==> config.mk <==
export PLATFORM = sky130hd
export DESIGN_NAME = aes_byte_collector
export DESIGN_NICKNAME = d
export VERILOG_FILES = /design/src/rtl/aes_io_pkg.sv /design/src/rtl/aes_byte_shreg.sv /design/src/rtl/aes_byte_collector.sv
export SDC_FILE = /design/constraint.sdc
export NUM_CORES = 1
export LEC_CHECK = 0
export BUFFER_PORTS_ARGS = -buffer_cell sky130_fd_sc_hd__buf_4
export CAP_MARGIN = 15
export CORE_MARGIN = 10
export CORE_UTILIZATION = 41
export CTS_CLUSTER_SIZE = 28
export DETAILED_ROUTE_END_ITERATION = 6
export MAX_ROUTING_LAYER = met4
export PLACE_DENSITY_LB_ADDON = 0.12
export RECOVER_POWER = 25
export SYNTH_ARGS = -nofsm -noshare
export SYNTH_HDL_FRONTEND = slang
export SYNTH_SLANG_ARGS = --single-unit
==> constraint.sdc <==
create_clock -name clk -period 1.8 [get_ports clk]
set_clock_uncertainty 0.15 [all_clocks]
set_input_delay 0.09 -clock clk [delete_from_list [all_inputs] [get_ports clk]]
set_output_delay 0.09 -clock clk [all_outputs]
set_load 0.005 [all_outputs]
==> src/rtl/aes_io_pkg.sv <==
// Shared definitions for the AES byte-stream I/O blocks: collector FSM states
// and default stream geometry.
package aes_io_pkg;

  localparam int AES_BYTE_W = 8;
  localparam int AES_NBYTES = 16;

  typedef enum logic [1:0] {
    IDLE = 2'd0,
    CAPT = 2'd1,
    HOLD = 2'd2
  } state_e;

endpackage

==> src/rtl/aes_byte_shreg.sv <==
// Byte-wide shift register with parallel output. New bytes enter at the LSB end,
// so the first byte shifted in ends up in the MSB byte.
module aes_byte_shreg
  import aes_io_pkg::*;
#(
  parameter int NBYTES = AES_NBYTES,
  parameter int BYTE_W = AES_BYTE_W
) (
  input  logic                     clk,
  input  logic                     clr_i,
  input  logic                     shift_en_i,
  input  logic [BYTE_W-1:0]        din_i,
  output logic [NBYTES*BYTE_W-1:0] dout_o
);

  localparam int W = NBYTES * BYTE_W;

  logic [W-1:0] data_q;

  // NOTE: this data register is cleared on reset only because the collector must
  // present an all-zero block out of reset; plain datapath storage is usually left unreset.
  always_ff @(posedge clk) begin
    if (clr_i) begin
      data_q <= '0;
    end else if (shift_en_i) begin
      data_q <= {data_q[W-BYTE_W-1:0], din_i};
    end
  end

  assign dout_o = data_q;

endmodule

==> src/rtl/aes_byte_collector.sv <==
// Collects the AES core's byte-serial d_out stream into one parallel block and
// holds it under a valid/ready handshake, flagging dropped and truncated streams.
module aes_byte_collector
  import aes_io_pkg::*;
#(
  parameter int NBYTES = AES_NBYTES,
  parameter int BYTE_W = AES_BYTE_W
) (
  input  logic                     clk,
  input  logic                     rst,
  input  logic [BYTE_W-1:0]        in_byte,
  input  logic                     in_vld,
  input  logic                     clr,
  output logic [NBYTES*BYTE_W-1:0] blk_out,
  output logic                     blk_vld,
  input  logic                     blk_rdy,
  output logic                     busy,
  output logic                     ovf,
  output logic                     short_err
);

  localparam int CNT_W = $clog2(NBYTES + 1);

  state_e           state_q, state_d;
  logic [CNT_W-1:0] cnt_q, cnt_d;
  logic             vld_q;
  logic             ovf_q, ovf_d;
  logic             short_q, short_d;
  logic             shift_en;
  logic             start;
  logic             accept;

  // d_vld is a level; only its rising edge marks a new stream.
  assign start  = in_vld & ~vld_q;
  assign accept = (state_q == HOLD) & blk_rdy;

  // NOTE: every signal assigned here gets a default first so no path leaves it
  // unassigned, which would otherwise infer a latch.
  always_comb begin
    state_d  = state_q;
    cnt_d    = cnt_q;
    shift_en = 1'b0;
    ovf_d    = clr ? 1'b0 : ovf_q;
    short_d  = clr ? 1'b0 : short_q;

    case (state_q)
      IDLE: begin
        if (start) begin
          shift_en = 1'b1;
          cnt_d    = CNT_W'(1);
          state_d  = CAPT;
        end
      end
      CAPT: begin
        if (in_vld) begin
          shift_en = 1'b1;
          if (cnt_q == CNT_W'(NBYTES - 1)) begin
            cnt_d   = CNT_W'(NBYTES);
            state_d = HOLD;
          end else begin
            cnt_d = cnt_q + CNT_W'(1);
          end
        end else begin
          short_d = 1'b1;
          cnt_d   = '0;
          state_d = IDLE;
        end
      end
      HOLD: begin
        if (accept && start) begin
          shift_en = 1'b1;
          cnt_d    = CNT_W'(1);
          state_d  = CAPT;
        end else if (accept) begin
          cnt_d   = '0;
          state_d = IDLE;
        end else if (start) begin
          // Consumer still owns the held block: the new stream is lost.
          ovf_d = 1'b1;
        end
      end
      default: begin
        cnt_d   = '0;
        state_d = IDLE;
      end
    endcase
  end

  // NOTE: sequential state uses non-blocking assignments so every register
  // samples pre-edge values regardless of statement order.
  always_ff @(posedge clk) begin
    if (rst) begin
      state_q <= IDLE;
      cnt_q   <= '0;
      vld_q   <= 1'b0;
      ovf_q   <= 1'b0;
      short_q <= 1'b0;
    end else begin
      state_q <= state_d;
      cnt_q   <= cnt_d;
      vld_q   <= in_vld;
      ovf_q   <= ovf_d;
      short_q <= short_d;
    end
  end

  aes_byte_shreg #(
    .NBYTES(NBYTES),
    .BYTE_W(BYTE_W)
  ) u_shreg (
    .clk       (clk),
    .clr_i     (rst),
    .shift_en_i(shift_en),
    .din_i     (in_byte),
    .dout_o    (blk_out)
  );

  assign blk_vld   = (state_q == HOLD);
  assign busy      = (state_q == CAPT);
  assign ovf       = ovf_q;
  assign short_err = short_q;

endmodule

== Yosys cells after proc, flatten, opt, wreduce, memory -nomap -nowiden ==
Index checks and enable logic that the tools add are counted.

* Word-level logic and storage cells: 44
* Register bits: 138

* Eq/ne operators: 6
* Reduce and logical (&&, ||, !) cells: 4
* Bitwise gates (word level): 3
* Add/sub/neg operators: 1
* Mux-type cells: 24

{| class="wikitable"
|+ Operator list
! cell !! count
|-
| $mux W5 || 5
|-
| $pmux W5 S3 || 1
|-
| $mux W1 || 11
|-
| $mux W2 || 5
|-
| $pmux W2 S3 || 1
|-
| $add A5 B1 Y5 const B || 1
|-
| $eq A5 B4 Y1 const B || 1
|-
| $ne A3 B1 Y1 const B || 1
|-
| $ne A3 B2 Y1 const B || 1
|-
| $pmux W1 S3 || 1
|-
| $reduce_and A3 Y1 || 1
|-
| $and A1 B1 Y1 || 2
|-
| $eq A2 B1 Y1 const B || 1
|-
| $eq A2 B2 Y1 const B || 1
|-
| $logic_not A2 Y1 || 1
|-
| $ne A2 B2 Y1 const B || 1
|-
| $reduce_and A2 Y1 || 1
|-
| $logic_and A1 B1 Y1 || 1
|-
| $not A1 Y1 || 1
|}

== Longest topological paths before layout ==
Gate-level depths: netlist (run 1).

* Word-level depth: 6
* Mapped depth: 7
* Depth with buffers taken out: 7

== Cells and area by module ==
From an unflattened synthesis (run 1), not the netlist that was laid out.

* Cells, all modules: 470
* Area, all modules: 5183.7 um^2

{| class="wikitable"
|+ By module, submodules not included
! module !! area an instance (um^2) !! seq. area each (um^2) !! instances !! cells an instance
|-
| aes_byte_shreg || 4652.0 || 2562.5 || 1 || 412
|-
| aes_byte_collector || 531.8 || 200.2 || 1 || 58
|}

== Worst setup path after synthesis (run 1) ==
No wires, ideal clock.

* Kind: register to register
* Start point: reg cnt_q[0]
* End point: reg cnt_q[2]
* Arrival: 1.476 ns
* Stages on the path, launching flop included: 8
* Data required time: 1.564 ns
* Setup time: 0.086 ns
* Slack: 0.088 ns
* Path buffers: 0
* Cell sequence: dfxtp_1 -> ha_1 -> and3_1 -> ha_1 -> nand4bb_1 -> nor2_1 -> nor2_1 -> a211oi_1

* Cells in the longest elaborated chain, start to end: 4

{| class="wikitable"
|+ RTL lines
! item !! line !! text
|-
| start, declared || aes_byte_collector.sv:25 || <nowiki>logic [CNT_W-1:0] cnt_q, cnt_d;</nowiki>
|-
| start signal, assigned || aes_byte_collector.sv:100 || <nowiki>cnt_q <= cnt_d;</nowiki>
|-
| $add A5 B1 Y5 or $eq A5 B4 Y1 (tied branches) || aes_byte_collector.sv:61, aes_byte_collector.sv:57 ||
|-
| $mux W5 (*) || aes_byte_collector.sv:57 || <nowiki>if (cnt_q == CNT_W'(NBYTES - 1)) begin</nowiki>
|-
| $mux W5 (*) || aes_byte_collector.sv:55 || <nowiki>if (in_vld) begin</nowiki>
|-
| $pmux W5 S3 (*) || aes_byte_collector.sv:46 || <nowiki>case (state_q)</nowiki>
|}

Mark *: on every way between the ends. The rest lies on a longest branch, timed or not.
A chain may end at the register's enable or synchronous reset.

== Final worst setup path (run 1) ==
* Start point: reg cnt_q[1]
* End point: reg cnt_q[2]

Same word-level chain as after synthesis.

==> summary.txt, run 1 <==
Yosys
  • Synth cell count leaders: nand2_1 (257), dfxtp_1 (138), a21oi_1 (137)
  • Area fraction of the dominant cell type after synthesis: 55.9%
  • Seq cells post-synth: 138
  • Library cells used by synthesis: 24
  • Register area share after synthesis: 55.9%
  • Post-Synthesis Cell Area: 0.00494 mm²
  • Ys Warns: 0
  • Top FF cell, synth: dfxtp_1
  • Post-synth top area cell: dfxtp_1
  • Top-count cell post-synth: nand2_1
  • Async S/R FF share, synth: 0%
  • Syn nets: 629
  • Number of synthesized flops with an enable pin: 0
  • Area contributors post-synth: dfxtp_1 (56%), nand2_1 (20%), a21oi_1 (14%)
  • Mapped Cells: 614
  • Syn avg cell area: 8.04 µm²

Floorplan
  • Die boundary height: 130 µm
  • Core Area: 0.0119 mm²
  • # rows: 40
  • Die extent in x: 130 µm
  • Initial Utilization: 41.5%
  • Die Area: 0.0168 mm²
  • I/O pin total: 145

Run
  • Max cap viols: 0

STA
  • Slew margin rel.: 60.5%
  • Slew Viols, Final: 0
  • Period utilization: 95.9%
  • Worst Tran Pin Value: 0.592 ns
  • Final Setup Violations: 0
  • Fin crit period: 1.73 ns
  • Final hold vios: 0
  • Hold Slack: 0.0274 ns
  • Max Freq: 0.580 GHz
  • Final setup TNS: 0 ns
  • Fin worst setup slack: 0.0745 ns

Finish
  • Final design utilization: 57.2%
  • Fin nets: 770
  • Final instance area: 0.00681 mm²
  • Syn-to-layout area delta: 38.0%
  • ANT cells: 0
  • Share of cells above drive strength 1: 23.1%

Detailed routing
  • Routed vias/inst: 4.90
  • Post-DRT Antenna Nets: 0
  • Wirelength, routed: 13,400 µm
  • DRT Pass-1 Iters: 4
  • DRT iter0 DRCs: 331
  • Wire length per cell: 14.6 µm
  • Via count: 4,480
  • Residual DRC: 0

Critical path
  • Reg2Reg Setup Slack: 0.07 ns
  • RR Startpoint: cnt_q[1]
  • CP cell instances: ha_2, and3_1, ha_2, nand4bb_4, nor2_1, nor2_1, a211oi_2
  • WP data arrival: 1.90 ns
  • Worst-path fanout max: 4
  • Setup CP Type: reg2reg
  • Req. time, crit path: 1.98 ns
  • Number of buffers and inverters on the critical path: 0
  • Terminus of the critical flop-to-flop path: cnt_q[2]
  • Critical path's top delay family: simple AND/OR/NAND/NOR gates
  • CP endpoint kind: flip-flop
  • Startpoint Class: flip-flop
  • Slowest cell on the critical path: dfxtp_2
  • Register-to-Register Path Depth: 7
  • CP peak stage delay: 0.33 ns

Placed design
  • Port Buf Inserts: 144
  • Dpl ws: -0.0680 ns
  • Placer Congestion: 0.794
  • Placed Area: 0.00613 mm²
  • Post-DP HPWL: 9300 µm

GRT
  • Grt total ovfl: 0
  • Largest net degree at the start of global routing: 71
  • Total track usage: 16.0%
  • Initial antenna violation count: 0
  • First-pass GRT wire length: 21,200 µm
  • Vias in the first global route: 4,319

Clocking
  • Clock Latency Late Sink: 0.40 ns
  • Maximum clock insertion buffer count: 2
  • TritonCTS Sinks: 138
  • CTS tree: yes
  • Total CTS buffers: 17
  • H-tree levels: 4
  • Reg clk slew, reported paths: 0.05 ns
  • Root buffer cell: clkbuf_16
  • Postcts setup bufs: 0

Status
  • Outcome: completed

Worst hold path
  • Hold Path Sink: cnt_q[0]
  • Min-delay src: blk_rdy
  • Worst hold path class: in2reg
  • Worst Hold Depth: 4

Power
  • PD cells: 1020 mW/mm²
  • VDD IR max: 0.628 mV
  • Leak: 2.58 nW
## worst register-to-register path, stage by stage (launching register included)
cell and delay [ns]:
dfxtp_2 0.33, ha_2 0.18, and3_1 0.19, ha_2 0.19
nand4bb_4 0.25, nor2_1 0.12, nor2_1 0.06, a211oi_2 0.17
## cells by family (layout without fill, tap and decap cells)
family                     count (synthesis)  count (layout)  synth area share [%]
AOI/OAI and AO/OA                        144             144                  15.2
adders and majority gates                  2               2                 0.507
buffers and inverters                     48             201                  6.16
DFF                                      138             138                  55.9
and+or+nand+nor                          282             282                  22.2
## flip-flops by register name, summed over array words and instances, names as in the netlist
register,flops
cnt_q,5
u_shreg.dout_o,128
state_q,2
vld_q,1
ovf,1
short_err,1
## cell type report
cell class	count	area, µm²
clock inverter	5	55.1
sequential	138	2770
fill	1132	5100
multi-input combinational	428	1940
inverter	4	15.0
clock buffer	26	549
tap	147	184
timing repair buffer	166	1310
## report_power, final
group	leakage [nW]	switching, mW	internal, mW
Sequential	1.11	0.0222	3.08
Combinational	1.17	0.232	0.139
Clock	0.296	1.23	2.22
## cells in the final DEF, fill, tap and decap left out, drive strengths merged
cell / count
nor2: 14
clkbuf: 91
bufinv: 1
buf: 90
ha: 2
o31a: 1
nand2b: 3
o221a: 1
nand3b: 1
a31oi: 1
a211oi: 2
clkinvlp: 2
dlygate4sd3: 11
clkinv: 2
nor3: 1
dfxtp: 138
a22oi: 1
nand3: 1
nor2b: 3
nand2: 257
inv: 4
o221ai: 1
and3: 1
a21oi: 137
nand4bb: 1
## worst max-delay path by stage
stage | startpoint | to | slack (ns) | depth (start not counted)
after floorplan | cnt_q[0] | cnt_q[2] | 0.09 | 7
after global placement | cnt_q[0] | cnt_q[2] | 0.04 | 7
after detailed placement | cnt_q[0] | cnt_q[2] | -0.07 | 7
after CTS | cnt_q[1] | cnt_q[2] | 0.008 | 7
after global routing | cnt_q[1] | cnt_q[3] | -0.01 | 7
final | cnt_q[1] | cnt_q[2] | 0.07 | 7
## through the flow
stage	total power, mW	std cells
after floorplan	3.40	614
after detailed placement	3.52	872
after global routing	7.20	914
final	6.93	914
after global placement	3.52	872
after CTS	7.00	914
## per-layer routing
metal	part of all wire, %	wire (µm)	global-route usage, %	vias up
met2	47	6230	24.1	117
met1	44	5940	19.3	2083
li1	-	-	-	2267
met4	1.1	146	6.02	0
met5	0	0	-	-
met3	7.9	1060	5.92	13
## what timing repair did
action,CTS,global route
pin swaps,1,4
hold endpoints to repair,13,0
gates resized for setup,3,8
endpoints found under the setup margin,3,4
hold buffers,11,0
Note: power is estimated with default switching activity, not from simulation.
==> inputs of run 2 (changes only) <==
--- a/config.mk
+++ b/config.mk
@@ -7,11 +7,9 @@
 export LEC_CHECK = 0
 export BUFFER_PORTS_ARGS = -buffer_cell sky130_fd_sc_hd__buf_4
 export CAP_MARGIN = 15
-export CORE_MARGIN = 10
 export CORE_UTILIZATION = 41
 export CTS_CLUSTER_SIZE = 28
 export DETAILED_ROUTE_END_ITERATION = 6
-export MAX_ROUTING_LAYER = met4
 export PLACE_DENSITY_LB_ADDON = 0.12
 export RECOVER_POWER = 25
 export SYNTH_ARGS = -nofsm -noshare
==> constraint.sdc (replaced) <==
create_clock -name clk -period 1.8 [get_ports clk]
set_clock_uncertainty 0.15 [all_clocks]
set_input_delay 0.18 -clock clk [delete_from_list [all_inputs] [get_ports clk]]
set_output_delay 0.18 -clock clk [all_outputs]
set_load 0.005 [all_outputs]
==> run 2 against run 1 <==
Effect of this change: critical path depth is 4 lower; final area is 1.0% higher; clock power is 6.1% lower; count of clock-buffer cells in the layout is 2 lower; the flow now finishes with violations (design-rule violations); global-route usage is 4.0 points higher; sequential share of layout area is 0.45 points lower; hold slack better by 0.033 ns; non-clock buffer count is 4 higher; cell count is 0.11% higher.
==> summary.txt, run 2 (same netlist as run 1, synthesis figures left out) <==
Critical path
  • Worst-path fanout max: 8 (+4)
  • Critical path depth: 3 (-4)
  • CP cell instances: buf_4, nor2b_2, buf_4
  • Slowest cell on the critical path: dfxtp_1
  • WP data arrival: 1.43 ns (-0.47 ns)
  • Cell repeated most along the worst path: buf_4
  • Startpoint Class: flip-flop
  • CP peak stage delay: 0.42 ns (+0.09 ns)
  • Number of buffers and inverters on the critical path: 2 (+2)
  • Req. time, crit path: 1.47 ns (-0.51 ns)
  • Register-to-Register Path Depth: 7 (unchanged)
  • CP endpoint kind: output pin
  • Setup CP Type: reg2out
  • Critical path's top delay family: flip-flops

STA
  • Period utilization: 97.7% (+1.9 points)
  • Fin crit period: 1.76 ns (+0.0333 ns)
  • Final setup TNS: 0 ns (unchanged)
  • Slew Viols, Final: 0 (unchanged)
  • Fin worst setup slack: 0.0412 ns (-0.0333 ns)
  • Slew margin rel.: 71.3% (+11 points)
  • Hold Slack: 0.0601 ns (+0.0327 ns)
  • Final hold vios: 0 (unchanged)
  • Final Setup Violations: 0 (unchanged)
  • Max Freq: 0.569 GHz (-1.9%)
  • Worst Tran Pin Value: 0.430 ns (-0.162 ns)

GRT
  • Grt total ovfl: 0 (unchanged)
  • Largest net degree at the start of global routing: 70 (-1.4%)
  • Total track usage: 20.1% (+4.0 points)
  • Top Usage Layer GRT: met2
  • Vias in the first global route: 4,260 (-1.4%)
  • Met2 GRT Util: 32.9% (+8.8 points)
  • Initial antenna violation count: 0 (unchanged)
  • First-pass GRT wire length: 20,200 µm (-4.9%)
  • Met1 Resource Use GR: 24.6% (+5.3 points)
  • Met3 Use GR: 5.99% (+0.065 points)

Clocking
  • Reg clk slew, reported paths: 0.05 ns (about the same)
  • H-tree levels: 4 (unchanged)
  • Clock Latency Late Sink: 0.41 ns (about the same)
  • Total CTS buffers: 17 (unchanged)
  • Maximum clock insertion buffer count: 2 (unchanged)
  • TritonCTS Sinks: 138 (unchanged)
  • Root buffer cell: clkbuf_16
  • CTS tree: yes

Finish
  • Fillers: 1,092 (-3.5%)
  • ANT cells: 0 (unchanged)
  • Share of cells above drive strength 1: 25.3% (+2.2 points)
  • Most frequent cells in the layout: nand2_1 (257), a21oi_1 (137), dfxtp_1 (136)
  • Final instance area: 0.00688 mm² (+1.0%)
  • Commonest non-fill, non-tap cell in the layout: nand2_1
  • Syn-to-layout area delta: 39.4%
  • Max reg flops: 128 (unchanged)
  • Fin nets: 774 (+0.52%)
  • Layout Cells excl Fill: 915 (+0.11%)
  • Multi-input logic area: 0.00195 mm² (+0.65%)
  • Sequential cell area: 0.00277 mm² (about the same)

Placed design
  • Dpl ws: -0.0662 ns (+0.00181 ns)
  • Placer Congestion: 0.795 (+0.11%)
  • Port Buf Inserts: 144 (unchanged)
  • Post-Place Cells: 872 (unchanged)
  • Placed Area: 0.00619 mm² (+1.0%)
  • Post-DP HPWL: 8000 µm (-14%)

Power
  • VDD IR max: 0.521 mV (-17%)
  • PD cells: 979 mW/mm² (-3.7%)
  • Leak: 2.64 nW (+2.2%)

Floorplan
  • Die extent in x: 112 µm (-14%)
  • Die Area: 0.0125 mm² (-26%)
  • Core Area: 0.0116 mm² (-2.9%)
  • # rows: 39 (-2.5%)
  • I/O pin total: 145 (unchanged)
  • Initial Utilization: 42.7% (+1.2 points)
  • Die boundary height: 112 µm (-14%)

Detailed routing
  • DRT Pass-1 Iters: 7 (+3)
  • Post-DRT Antenna Nets: 0 (unchanged)
  • Wirelength, routed: 12,400 µm (-7.7%)
  • Via count: 4,569 (+2.0%)
  • Routed vias/inst: 4.99 (+1.9%)
  • Wire length per cell: 13.5 µm (-7.8%)
  • DRT iter0 DRCs: 308 (-6.9%)
  • Residual DRC: 9 (+9)

Status
  • Failing checks: design-rule violations
  • Outcome: finished, violations left

Worst hold path
  • Worst Hold Depth: 2 (-2)
  • Worst hold path class: in2reg

Run
  • Max cap viols: 0 (unchanged)
run 2: cell types whose count changed in the layout (fill, tap and decap cells not counted), moves of 2 or more:
cell / delta
clkinv_2: +4
buf_4: +2
nor2_2: +2
clkbuf_1: -8
clkbuf_8: -5
clkbuf_4: +12
buf_12: +3
nor2_1: -2
run 2: area by class of cell:
type / instances / area share, %
Tap cell: 143 / 2.60
Timing Repair Buffer: 170 / 20.6
Multi-Input combinational cell: 428 / 28.3
Sequential cell: 138 / 40.2
Clock buffer: 24 / 7.14
Clock inverter: 8 / 0.981
Inverter: 4 / 0.218
run 2: repair_timing:
item,in CTS,in global routing
gates cloned,0,0
pin swaps,1,4
setup buffers,0,1
gates resized for setup,3,10
endpoints found under the setup margin,3,2
hold buffers,10,0
endpoints found under the hold margin,13,0
run 2: path summary, 6_finish.rpt:
kind / from / to / slack [ns]
worst max register to register: cnt_q[0] / cnt_q[2] / 0.08
worst min-delay path: rst / u_shreg.dout_o[89] / 0.06
worst min register to register: u_shreg.dout_o[126] / u_shreg.dout_o[126] / 0.30
worst max-delay path: state_q[0] / busy / 0.04
run 2: power by group:
part | leakage, nW | switching, mW | total (mW) | internal, mW
Clock | 0.280 | 1.21 | 3.24 | 2.03
Sequential | 1.11 | 0.0216 | 3.10 | 3.08
Combinational | 1.24 | 0.239 | 0.396 | 0.157
run 2: metrics by stage:
| step | util (%) | power, mW |
|---|---|---|
| CTS | 59.4 | 6.81 |
| global route | 59.5 | 6.98 |
| detailed placement | 53.5 | 3.54 |
| finish | 59.5 | 6.74 |
| global placement | 53.5 | 3.53 |
| floorplan | - | 3.40 |
run 2: per-layer routing:
metal  routed length (µm)  vias up  share of wire, %
li1                     -     2278                 -
met1                 5330     2141                43
met2                 6060      137                49
met3                  809       13               6.5
met4                  155        0               1.3
met5                    0        -                 0
